File: config.mk
export PLATFORM = sky130hd
export DESIGN_NAME = instr_queue
export DESIGN_NICKNAME = d
export VERILOG_FILES = /design/src/rtl/instr_queue.sv
export SDC_FILE = /design/constraint.sdc
export NUM_CORES = 1
export LEC_CHECK = 0
export ABC_AREA = 1
export BUFFER_PORTS_ARGS = -buffer_cell sky130_fd_sc_hd__buf_2
export CAP_MARGIN = 25
export CORE_ASPECT_RATIO = 0.8
export CORE_MARGIN = 4
export CORE_UTILIZATION = 35
export CTS_BUF_LIST = sky130_fd_sc_hd__clkbuf_8
export DETAILED_ROUTE_END_ITERATION = 10
export HOLD_SLACK_MARGIN = 0.05
export PLACE_DENSITY = 0.58
export SLEW_MARGIN = 20
export SYNTH_ARGS = -nofsm -noshare
export SYNTH_HDL_FRONTEND = slang
export SYNTH_SLANG_ARGS = --single-unit
File: constraint.sdc
create_clock -name clk -period 3.2 [get_ports clk]
set_input_delay 0.16 -clock clk [delete_from_list [all_inputs] [get_ports clk]]
set_output_delay 0.16 -clock clk [all_outputs]
set_load 0.01 [all_outputs]
File: src/rtl/instr_queue.sv
// Two-wide instruction queue between fetch and decode: 2-entry pushes, 0..2 pops per cycle, flush.
// Optional full-stall performance counter compiled in with IQ_PERF_EN.
module instr_queue #(
  parameter int DEPTH = 8,
  parameter int CNT_W = $clog2(DEPTH) + 1
) (
  input  logic             clk,
  input  logic             rst,
  input  logic [31:0]      inst0_i,
  input  logic [31:0]      inst1_i,
  input  logic             inst_valid_i,
  output logic             instr_queue_ready_o,
  input  logic             flush_i,
  output logic [31:0]      out0_inst_o,
  output logic             out0_valid_o,
  output logic [31:0]      out1_inst_o,
  output logic             out1_valid_o,
  input  logic [1:0]       pop_i,
  output logic [CNT_W-1:0] count_o,
  output logic [31:0]      perf_full_stall_o
);
  localparam int PTR_W = $clog2(DEPTH);

  // Handshake: a fetch beat transfers on a rising edge where inst_valid_i and
  // instr_queue_ready_o are both high and flush_i is low; ready depends only on
  // registered occupancy, so fetch must hold an unaccepted beat.

  logic [31:0]      mem_q [DEPTH];
  logic [PTR_W-1:0] rd_ptr_q, rd_ptr_d;
  logic [PTR_W-1:0] wr_ptr_q, wr_ptr_d;
  logic [CNT_W-1:0] count_q, count_d;
  logic             push;
  logic [1:0]       pop_req;
  logic [CNT_W-1:0] pop_eff;
  logic [CNT_W-1:0] push_amt;

  assign instr_queue_ready_o = (count_q <= CNT_W'(DEPTH - 2));
  assign push                = inst_valid_i && instr_queue_ready_o && !flush_i;

  always_comb begin
    pop_req  = (pop_i == 2'd3) ? 2'd2 : pop_i;
    pop_eff  = (count_q < CNT_W'(pop_req)) ? count_q : CNT_W'(pop_req);
    push_amt = push ? CNT_W'(2) : CNT_W'(0);
    rd_ptr_d = rd_ptr_q + PTR_W'(pop_eff);
    wr_ptr_d = push ? wr_ptr_q + PTR_W'(2) : wr_ptr_q;
    count_d  = count_q + push_amt - pop_eff;
    if (flush_i) begin
      rd_ptr_d = '0;
      wr_ptr_d = '0;
      count_d  = '0;
    end
  end

  always_ff @(posedge clk or negedge rst) begin
    if (!rst) begin
      rd_ptr_q <= '0;
      wr_ptr_q <= '0;
      count_q  <= '0;
    end else begin
      rd_ptr_q <= rd_ptr_d;
      wr_ptr_q <= wr_ptr_d;
      count_q  <= count_d;
    end
  end

  // Storage is deliberately not reset; validity comes from count_q alone.
  always_ff @(posedge clk) begin
    if (push) begin
      mem_q[wr_ptr_q]               <= inst0_i;
      mem_q[wr_ptr_q + PTR_W'(1)]   <= inst1_i;
    end
  end

  assign out0_valid_o = (count_q != '0);
  assign out1_valid_o = (count_q >= CNT_W'(2));
  assign out0_inst_o  = out0_valid_o ? mem_q[rd_ptr_q] : 32'h0;
  assign out1_inst_o  = out1_valid_o ? mem_q[rd_ptr_q + PTR_W'(1)] : 32'h0;
  assign count_o      = count_q;

`ifdef IQ_PERF_EN
  logic [31:0] perf_q, perf_d;

  always_comb begin
    perf_d = perf_q;
    if (inst_valid_i && !instr_queue_ready_o && (perf_q != 32'hFFFF_FFFF)) begin
      perf_d = perf_q + 32'd1;
    end
  end

  // Flush intentionally leaves the counter alone; only reset clears it.
  always_ff @(posedge clk or negedge rst) begin
    if (!rst) begin
      perf_q <= '0;
    end else begin
      perf_q <= perf_d;
    end
  end

  assign perf_full_stall_o = perf_q;
`else
  assign perf_full_stall_o = 32'h0;
`endif

endmodule
# --- After elaboration in Yosys (flattened, before gate mapping) ---
# Memory sizes are Yosys's and may differ from the RTL's.
# Cells that the tools add are included.
totals:
  memories: 1
  ram_bits: 256
  inputBits: 70
  elab_cells: 30
  register_bits: 10
classes:
  magnitude_cmp: 3
  n_mux: 11
  add_sub_neg: 6
  reduce_logical: 5
  eq_ne: 1
mem_list:
  columns: ["name", "depth", "word_bits", "read_ports", "rd_clocked_by_memory_dff", "wr", "line_no", "source"]
  rows:
  - ["mem_q", 8, 32, 2, 0, 2, "28", "logic [31:0] mem_q [DEPTH];"]
ops:
  columns: ["operator", "count"]
  rows:
  - ["two-way mux 32 bit", 2]
  - ["two-way mux 3 bit", 3]
  - ["two-way mux 4 bit", 2]
  - ["adder 3 x 1 -> 3 bit, second input constant", 2]
  - ["adder 4 x 2 -> 4 bit", 1]
  - ["greater-or-equal comparator 4 x 2 -> 1 bit, second input constant", 1]
  - ["less-or-equal comparator 4 x 3 -> 1 bit, second input constant", 1]
  - ["less-than comparator 4 x 2 -> 1 bit", 1]
  - ["two-way mux 2 bit", 2]
  - ["nonzero test 4 bit", 1]
  - ["subtractor 4 bit", 1]
  - ["adder 3 x 2 -> 3 bit, second input constant", 1]
  - ["adder 3 bit", 1]
  - ["== test 2 bit, second input constant", 1]
  - ["logical AND 1 bit", 2]
  - ["two-way mux 1 bit", 2]
  - ["nonzero test 2 bit", 1]
  - ["logical NOT 1 bit", 1]

# --- Depth between registers and ports, before layout ---
depth:
  depth_word: 7
  ltp_mapped: 15
  ltp_nobuf: 15

# --- Least setup slack after synthesis ---
# OpenSTA, ideal clock, no wires.
synth_path:
  kind: "flip-flop to flip-flop"
  startpoint: "register count_q[2], in the netlist count_o[2]"
  endpoint: "memory mem_q[6][0] (enable)"
  slack_ns: 0.201
  period_less_slack_ns: 2.999
  arrival_ns: 2.578
  stages_incl_launch_ff: 7
  required_time_ns: 2.779
  path_cell_list: "dfrtp_1 > ha_1 > nand2_1 > nand2_2 > a21boi_4 > nand2_1 > nor2_1"
synth_lines:
  columns: ["item", "line_no", "source"]
  rows:
  - ["start, declared", "31", "logic [CNT_W-1:0] count_q, count_d;"]
  - ["start signal, assigned", "62", "count_q <= count_d;"]
  - ["end, declared", "28", null]

# --- Final worst setup path ---
layout_path:
  startpoint: "register rd_ptr_q[0]"
  endpoint: "output out1_inst_o[27]"
layout_via:
  elab_chain_len: 3
layout_rtl:
  columns: ["item", "line_no", "source"]
  rows:
  - ["start, declared", "29", "logic [PTR_W-1:0] rd_ptr_q, rd_ptr_d;"]
  - ["start signal, assigned", "60", "rd_ptr_q <= rd_ptr_d;"]
  - ["adder 3 x 1 -> 3 bit", "77", "assign out1_inst_o = out1_valid_o ? mem_q[rd_ptr_q + PTR_W'(1)] : 32'h0;"]
  - ["memory read (8 x 32 bit)", null, null]
  - ["two-way mux 32 bit", "77", null]
  - ["end, declared", "16", "output logic [31:0] out1_inst_o,"]
# Every way passes these cells.

==> results.toml <==
[setup_path]
end_kind = "output port"
crit_arrival_ns = 2.82
crit_chain = "ha_2 -> xor2_4 -> inv_2 -> buf_4 -> o21ai_0 -> o21ai_0 -> nor2_1 -> buf_2"
critical_path.max_stage_delay_ns = 0.58
crit_top_cell = "o21ai_0"
rrSetupSlack_ns = 0.35
critPathMaxFanout = 16
crit_type = "reg2out"
slowest_stage = "dfrtp_4"
cp-start-kind = "flip-flop"
required_ns = 3.04

[global_routing]
grt-ovfl-total = 0
grt_pass1_wl_mm = 70.3
grtUsageTotal_pct = 19.2
grt_pass1_vias = 12400
antenna_found_initial = 2
grt_max_degree = 130

[die]
placementRows = 67
die_h_um = 194
die_w_um = 240
initial_core_util_pct = 35.7
die_area_sq_um = 46500
ios = 173
coreArea_sq_um = 42300

[detailed_routing]
drtAntennaViolNets = 0
finalWirelength_mm = 45.8
vias = 12800
drt_iter0_markers = 1096
drt_pass1_iterations = 5
drcViolationCount = 0
via_per_inst = 5.23
wire_per_inst_um = 18.8

[finish]
n_antenna_cell = 0
final_cell_mix = "265 x nor2_1, 256 x edfxtp_1, 242 x o21ai_0, 209 x o21ai_1, 202 x nand2_1"
seq_area_sq_um = 7920
fill_cells = 4205
drive_above_1_share_pct = 13.6
finish.utilization_pct = 41.3
mostFrequentLayoutCell = "nor2_1"
multi_input_area_sq_um = 5790
fin_nets = 1948
syn2layout_area_growth_pct = 15.8
fin_cells = 2441

[yosys]
synthCells = 1732
synth_enable_flop_cells = 256
ys_seq_area_share_pct = 52.5
ys.flop_type = "edfxtp_1"
synth_warnings = 0
avgSynthCellArea_sq_um = 8.70
ys_types = 31
syn_area_sq_um = 15100
synth-seq-cells = 265
async_flop_share_pct = 3.40

[pwr]
p_leak_nw = 7.27
p_per_area_nw_per_um2 = 878
ir_drop_uv = 900

[timing]
period_share_pct = 93.3
hold_slack_ns = 0.158
rsz0062_at_grt = "no"
slew_violations = 0
worst_pin_slew_ns = 0.850
tns_ns = 0
setup_violations = 0
finalClockSkew_ns = 0.0215
slew_headroom_pct = 43.3
fmax_ghz = 0.335
hold_viol = 0
post-route-min-period_ns = 2.98

[run]
maxCapViolations = 0

[clock_tree]
clk_pin_slew_ns = 0.06
cts_buffers = 46
cts_sinks = 265
cts_root_buf = "clkbuf_8"
insertion_delay_ns = 0.58
cts_buffer_depth = 3
cts-htree-levels = 2
cts_setup_buffers = 0
cts_tree = "yes"

[outcome]
status = "completed"

[worst_hold_path]
worstHoldPathType = "in2reg"

[place]
io_buffers = 140
hpwl_mm = 27.9
globalplace.congestion = 0.784
dp.cells = 2298
==> cells in the mapped netlist (22+ instances only) <==
cell | n | area (sq um)
nor2_1 | 266 | 998
edfxtp_1 | 256 | 7690
o21ai_0 | 243 | 1220
o21ai_1 | 209 | 1050
nand2_1 | 202 | 758
inv_1 | 118 | 443
a21oi_1 | 96 | 480
clkbuf_1 | 92 | 345
buf_4 | 40 | 300
nand3_1 | 37 | 185
buf_2 | 36 | 180
o211a_1 | 32 | 320
o211ai_1 | 32 | 240
buf_6 | 22 | 248
==> final cells by class <==
type                    count  area share, %
inverters                 124           2.70
clock buffers              47           3.71
flip-flops and latches    265           45.4
repair buffers            246           10.4
multi-input cells        1179           33.2
well taps                 552           3.96
clock inverters            28          0.631
==> worst max-delay path: cells and delay by family, from the launching register on <==
family,cells,cell delay [ns]
AO/OA/AOI/OAI,2,0.40
AND/OR/NAND/NOR,1,0.09
buffers and inverters,3,0.79
flip-flops,1,0.58
XOR/XNOR,1,0.15
adder cells (fa/ha/maj),1,0.25
==> layer usage <==
metal / global-route usage, % / part of all wire, % / up-vias
met5: 0 / 0.057 / -
met4: 5.85 / 2.6 / 4
met3: 3.00 / 7.2 / 83
met2: 31.1 / 47 / 505
met1: 26.6 / 44 / 6018
li1: - / - / 6155
==> flip-flops by register name (all words and copies together), names as in the netlist <==
| signal | cells |
|---|---|
| count_o | 4 |
| mem_q | 256 |
| rd_ptr_q | 3 |
| wr_ptr_q | 2 |
==> path summary, 6_finish.rpt <==
path,start,end,cells after the start
max,rd_ptr_q[0],out1_inst_o[27],8
min,inst_valid_i,wr_ptr_q[1],4
max reg2reg,count_o[1],count_o[3],13
min reg2reg,wr_ptr_q[1],wr_ptr_q[1],1
max in group asynchronous,rst,rd_ptr_q[0],3
min in group asynchronous,rst,rd_ptr_q[2],3
==> what timing repair did <==
item                                    CTS  global route
resized for setup                         0             1
hold buffers                             68             0
hold endpoints to repair                272             0
endpoints found under the setup margin    0             1
==> cells by family (layout without fill, tap and decap cells) <==
kind of cell | count (synthesis) | count (layout) | share of synthesized area, %
other | 1 | 32 | 0.0249
XOR/XNOR | 3 | 3 | 0.174
adder cells (fa/ha/maj) | 16 | 16 | 1.48
buffers and inverters | 319 | 445 | 10.4
flip-flops | 265 | 265 | 52.5
AND/OR/NAND/NOR | 513 | 513 | 13.3
AO/OA/AOI/OAI | 615 | 615 | 22.1
==> power breakdown <==
group	switching, W	internal, W
logic	0.00558	0.00272
clock network	0.00136	0.00134
registers	0.000212	0.00412
total	0.00715	0.00818
==> metrics by stage <==
step / cell area [sq um] / setup slack, ns / total power (W)
finish: 17500 / 0.215 / 0.0153
floorplan: 15200 / 0.201 / 0.00968
detailed placement: 16000 / 0.224 / 0.0126
global placement: 16000 / 0.243 / 0.0125
global route: 17500 / 0.0571 / 0.0165
CTS: 17500 / 0.188 / 0.0154
Note: power is estimated with default switching activity, not from simulation.
